<file path="src/rtl/sensor_scan_ctrl.sv">
// Scan sequencer for the four baggage height sensors on a shared bus: settle, capture each
// channel, register the averaged height and pair-fault flag, then offer it over valid/ready.
module sensor_scan_ctrl #(
    parameter int unsigned SETTLE_CYCLES = 3
) (
    input  logic       clk,
    input  logic       rst_n,
    input  logic       start,
    input  logic [7:0] sensor_bus,
    output logic [1:0] sel,
    output logic       sample_en,
    output logic [7:0] sensor1,
    output logic [7:0] sensor2,
    output logic [7:0] sensor3,
    output logic [7:0] sensor4,
    input  logic [7:0] height_in,
    output logic [7:0] height,
    output logic       fault,
    output logic       busy,
    output logic       result_valid,
    input  logic       result_ready
);

    typedef enum logic [2:0] {StIdle, StSettle, StCapture, StEval, StHold} state_e;

    localparam logic [7:0] SettleLoad = 8'(SETTLE_CYCLES);

    state_e     state;
    logic [1:0] channel;
    logic [7:0] cnt;

    always_ff @(posedge clk) begin
        if (!rst_n) begin
            state        <= StIdle;
            channel      <= 2'd0;
            cnt          <= 8'd0;
            sel          <= 2'd0;
            sample_en    <= 1'b0;
            sensor1      <= 8'd0;
            sensor2      <= 8'd0;
            sensor3      <= 8'd0;
            sensor4      <= 8'd0;
            height       <= 8'd0;
            fault        <= 1'b0;
            busy         <= 1'b0;
            result_valid <= 1'b0;
        end else begin
            unique case (state)
                StIdle: begin
                    if (start) begin
                        state     <= StSettle;
                        channel   <= 2'd0;
                        cnt       <= SettleLoad;
                        sel       <= 2'd0;
                        sample_en <= 1'b1;
                        busy      <= 1'b1;
                    end
                end
                StSettle: begin
                    // A load of 0 or 1 both leave after a single settle cycle.
                    if (cnt < 8'd2) begin
                        state <= StCapture;
                    end
                    if (cnt != 8'd0) begin
                        cnt <= cnt - 8'd1;
                    end
                end
                StCapture: begin
                    unique case (channel)
                        2'd0: sensor1 <= sensor_bus;
                        2'd1: sensor2 <= sensor_bus;
                        2'd2: sensor3 <= sensor_bus;
                        2'd3: sensor4 <= sensor_bus;
                    endcase
                    if (channel == 2'd3) begin
                        state     <= StEval;
                        sel       <= 2'd0;
                        sample_en <= 1'b0;
                    end else begin
                        state   <= StSettle;
                        channel <= channel + 2'd1;
                        sel     <= channel + 2'd1;
                        cnt     <= SettleLoad;
                    end
                end
                StEval: begin
                    height       <= height_in;
                    fault        <= ((sensor1 == 8'd0) || (sensor3 == 8'd0)) &&
                                    ((sensor2 == 8'd0) || (sensor4 == 8'd0));
                    result_valid <= 1'b1;
                    state        <= StHold;
                end
                StHold: begin
                    if (result_ready) begin
                        result_valid <= 1'b0;
                        busy         <= 1'b0;
                        state        <= StIdle;
                    end
                end
                default: state <= StIdle;
            endcase
        end
    end

endmodule

</file>
<file path="config.mk">
export PLATFORM = sky130hd
export DESIGN_NAME = sensor_scan_ctrl
export DESIGN_NICKNAME = d
export VERILOG_FILES = /design/src/rtl/sensor_scan_ctrl.sv
export SDC_FILE = /design/constraint.sdc
export NUM_CORES = 1
export LEC_CHECK = 0
export CAP_MARGIN = 0
export CELL_PAD_IN_SITES_DETAIL_PLACEMENT = 0
export CELL_PAD_IN_SITES_GLOBAL_PLACEMENT = 2
export CORE_MARGIN = 2
export CORE_UTILIZATION = 27
export CTS_CLUSTER_DIAMETER = 40
export CTS_CLUSTER_SIZE = 30
export DETAILED_ROUTE_END_ITERATION = 10
export GPL_TIMING_DRIVEN = 0
export PLACE_DENSITY_LB_ADDON = 0.1
export SLEW_MARGIN = 5
export SYNTH_ARGS = -nofsm -noshare
export SYNTH_HDL_FRONTEND = slang
export SYNTH_SLANG_ARGS = --single-unit
</file>
<file path="constraint.sdc">
create_clock -name clk -period 1.9 [get_ports clk]
set_input_delay 0.19 -clock clk [delete_from_list [all_inputs] [get_ports clk]]
set_output_delay 0.19 -clock clk [all_outputs]
set_load 0.02 [all_outputs]
</file>
* Word-level counts from Yosys, hierarchy flattened
Cells that the tools add are included.
** Operators by class
- $add $sub $neg :: 2
- Magnitude comparators :: 1
- Eq/ne operators :: 13
- Muxes and demuxes :: 20
- Reductions and logical operators :: 25
** Operators with widths (number)
- $logic_not A8 Y1 :: 4
- $mux W8 :: 3
- $pmux W8 S3 :: 1
- $pmux W3 S5 :: 1
- $ne A2 B2 Y1 const B :: 6
- $reduce_and A2 Y1 :: 6
- $reduce_and A3 Y1 :: 4
- $mux W3 :: 3
- $lt A8 B2 Y1 const B :: 1
- $mux W2 :: 4
- $pmux W2 S2 :: 2
- $reduce_bool A8 Y1 :: 1
- $sub A8 B1 Y8 const B :: 1
- $eq A3 B2 Y1 const B :: 2
- $pmux W1 S2 :: 3
- $reduce_bool A2 Y1 :: 3
- $eq A2 B2 Y1 const B :: 2
- $reduce_and A4 Y1 :: 1
- $eq A3 B1 Y1 const B :: 1
- $eq A3 B3 Y1 const B :: 1
- $logic_not A3 Y1 :: 1
- $mux W1 :: 3
- $reduce_bool A3 Y1 :: 1
- $add A2 B1 Y2 const B :: 1
- 4 further kinds :: 5
** Storage, ports and cells
- Register bits after elaboration :: 59
- Input bits :: 20
- Output and inout port bits :: 46
- Logic and storage cells :: 74

* Longest topological paths before layout
- Depth after elaboration :: 3
- Depth in mapped cells :: 7
- Mapped depth without buffers :: 6

* Worst setup path before layout
Ideal clock, no wire load.
- Kind :: flip-flop to flip-flop
- From :: register cnt[1]
- To :: register cnt[3]
- Setup time :: 0.070 ns
- Arrival :: 1.555 ns
- Data required time :: 1.830 ns
- Path slack :: 0.275 ns
- Stages on the path, launching flop included :: 7
- Path buffers :: 0
- Period minus slack after synthesis :: 1.625 ns
- Path through :: dfxtp_1 -> inv_1 -> ha_1 -> nor3b_1 -> and3_1 -> or4_1 -> a21boi_1
** On the way
- Longest elaborated chain between the ends :: 3
- Elaborated cells on any way between the ends :: 6
- Those cells by class :: add/sub (1); eq/ne (1); mux (2); reduce/logical (2)
** Ends and longest elaborated chain
- start: declaration :: RTL line 30 : logic [7:0] cnt;
- start signal: assignment :: RTL line 53 : cnt <= SettleLoad;
- start signal: assignment :: RTL line 65 : cnt <= cnt - 8'd1;
- start signal: assignment :: RTL line 83 : cnt <= SettleLoad;
- $sub A8 B1 Y8 or $reduce_bool A8 Y1 (tied branches) :: RTL line 65, 64
- $mux W8 or $ne A2 B2 Y1 (tied branches)
- $pmux W8 S3 or $reduce_and A4 Y1 (tied branches)
Several ways; a longest one is shown, not always the timed one. The select of a mux whose other input is x is not followed.
A chain may end at the register's enable or synchronous reset.

* Worst setup path after layout
- From :: register cnt[0]
- To :: register cnt[5]
Same word-level chain as after synthesis.

==> impl_metrics.ini <==
[floorplanning]
core_um2 = 9150
die_area_um2 = 10100
start_util = 0.275
rows = 35
pin_count = 66
die_y_um = 101
die_w_um = 101

[final_layout]
num_antenna_cells = 0
regArea_um2 = 1180
mostFrequentLayoutCells = nand2_1 (97), clkdlybuf4s50_1 (65), dfxtp_1 (57)
fin_cells = 504
nNetsFinal = 414
final_area_um2 = 3570
nFillCells = 977
syn2layout_area_growth_pct = 41.9
final_common_cell = nand2_1
multi_input_area_um2 = 1250
drive_gt1_frac = 0.0891

[power_and_ir_drop]
powerDensity_nw_per_um2 = 904
ir_drop_uv = 461
p_switching_mw = 0.862
swShare = 0.267
p_clk_frac = 0.451
p_int_mw = 2.37
p_leak_nw = 1.24
pwr-share-comb = 0.135
pwr-share-seq = 0.414

[placement]
placed_area_um2 = 3310
gp_congestion = 0.747
post-dp-hpwl_mm = 5.42
place_inst = 489
port_buffers = 65

[synth]
netlist_area_um2 = 2520
yosys_warnings = 0
synth_seq_cells = 59
synth.net_count = 339
ys_seq_area_frac = 0.469
synth_area_per_cell_um2 = 8.05
synthCells = 313
ys_types = 42

[min_path]
hold_class = input pin to register

[clock_tree]
hold_buffers = 0
clkSinkCount = 59
cts_resized = 0
clock_path_buffers = 2
cts_setup_buffers = 0
clk_latency_ns = 0.35
numCtsBuffers = 9
h-tree-depth = 3
clkTransAtPathRegs_ns = 0.08
tritoncts = done
cts-root-buf = clkbuf_8

[flow_run]
drv_cap = 0

[timing]
hold_viol_final = 0
worst_slew_pin_slew_ns = 0.634
relSlewSlack = 0.577
period_needed_ns = 1.74
totalNegativeSetupSlack_ns = 0
slew_violations = 0
fin_crit_sh = 0.915
clock_skew_ns = 0.0184
setup_viol_count_final = 0
rsz0062_at_grt = no
fmax_mhz = 575

[routing]
drtIter0Drc = 111
wire_per_inst_um = 15.2
post-route-drc-count = 0
vias_per_cell = 4.75
drtAntennaViolNets = 0
routed_wl_mm = 7.64
via_count = 2393
drtPass1Iterations = 4

[worst_setup_path]
critical-path-max-stage-delay_ns = 0.39
required_ns = 2.16
startpoint_type = register
crit_slowest_cell = dfxtp_2
crit_fanout = 10
worstPathArrival_ns = 2.00
cp_cell_sequence = inv_1 > ha_1 > nor3b_1 > and3_1 > buf_4 > or3_1 > a21boi_1
critPathCaptureType = register
crit_type = register to register

[global_routing]
grt_overflow = 0
grt_pass1_wl_mm = 12.2
antenna_found_initial = 0
grt_pass1_vias = 2304
track_usage = 0.158
grt_start_max_net_pins = 13

[run_status]
status = finished, final reports clean
## power by group through the flow
stage	Sequential [mW]	Clock, mW	Combinational (mW)
final	1.34	1.46	0.436
after detailed placement	1.36	0	0.437
after global routing	1.35	1.55	0.492
after global placement	1.36	0	0.436
after floorplan	1.37	0	0.271
after CTS	1.33	1.49	0.439
## worst max-delay path, delay by kind of cell, from the launching register on
| kind | cells | cell delay (ns) |
|---|---|---|
| adder cells (fa/ha/maj) | 1 | 0.19 |
| AND/OR/NAND/NOR | 3 | 0.69 |
| flip-flops | 1 | 0.39 |
| buffers and inverters | 2 | 0.24 |
| AO/OA/AOI/OAI | 1 | 0.15 |
## metal layers
layer  global-route usage  wire [µm]  up-vias  share of wire
met5                    0          0        -              0
li1                     -          -     1226              -
met3               0.0416        363        9          0.048
met2                0.231       3190       56           0.42
met4               0.0601        100        0          0.013
met1                0.221       3990     1102           0.52
## path summary, 6_finish.rpt
check | endpoint | slack [ns] | from | cells past startpoint
worst max register to register | cnt[5] | 0.16 | cnt[0] | 7
worst min-delay path | height[5] | 0.39 | height_in[5] | 3
worst min register to register | height[7] | 0.46 | height[7] | 2
worst max-delay path | cnt[5] | 0.16 | cnt[0] | 7
## flip-flops by register name, indices dropped and copies added, names as in the netlist
register	cells
height	8
fault	1
result_valid	1
state	3
sensor3	8
sensor2	8
sample_en	1
sel	2
sensor4	8
cnt	8
busy	1
sensor1	8
channel	2
## stage by stage
step	setup WS (ns)	power (mW)	hold slack (ns)	util
detailed placement	0.0507	1.80	0.448	0.362
CTS	0.0306	3.26	0.378	0.389
global placement	0.0503	1.80	0.443	0.362
global route	0.0249	3.39	0.387	0.391
finish	0.162	3.23	0.392	0.391
floorplan	0.275	1.64	0.323	-
## final cells by class
| cell class | instances | area share |
|---|---|---|
| Buffer | 16 | 0.0228 |
| Clock inverter | 7 | 0.0347 |
| Tap cell | 111 | 0.0389 |
| Clock buffer | 9 | 0.0347 |
| Multi-Input combinational cell | 231 | 0.350 |
| Timing Repair Buffer | 65 | 0.182 |
| Inverter | 6 | 0.00630 |
| Sequential cell | 59 | 0.331 |
## cells by family after synthesis
group           synth area share
compound gates             0.178
simple gates               0.282
fa+ha+maj                 0.0298
flops                      0.469
buf+inv                   0.0417
## synthesized netlist by cell type
cell type	number	area [µm²]
or3_1	5	31.3
nand2b_1	1	6.26
nand3b_1	1	7.51
ha_1	6	75.1
or4_1	2	15.0
nand4bb_1	1	11.3
nor3b_1	2	15.0
and2_1	5	31.3
nor3_1	3	15.0
nor4b_2	1	15.0
and3_1	1	6.26
a311oi_1	1	8.76
o21a_1	2	15.0
o211a_1	1	10.0
o21ai_2	1	8.76
a22oi_1	1	7.51
buf_2	6	30.0
nand3_1	1	5.00
nor3b_4	1	18.8
nand2_1	97	364
inv_1	5	18.8
a21oi_1	51	255
o21ai_1	1	5.00
nor2b_1	3	18.8
a21boi_1	5	37.5
a31o_1	1	8.76
a31oi_4	1	21.3
o31ai_1	1	7.51
or3b_2	1	8.76
o21ai_0	7	35.0
or2_2	1	6.26
buf_4	3	22.5
nor4_2	1	12.5
nor4_1	9	56.3
nor4b_1	1	8.76
a2bb2oi_1	2	17.5
clkbuf_1	8	30.0
nor2_1	7	26.3
nand4_1	5	31.3
dfxtp_1	59	1180
clkinv_1	1	3.75
a221o_1	1	10.0
No activity file was read; power rests on OpenSTA's default activity.
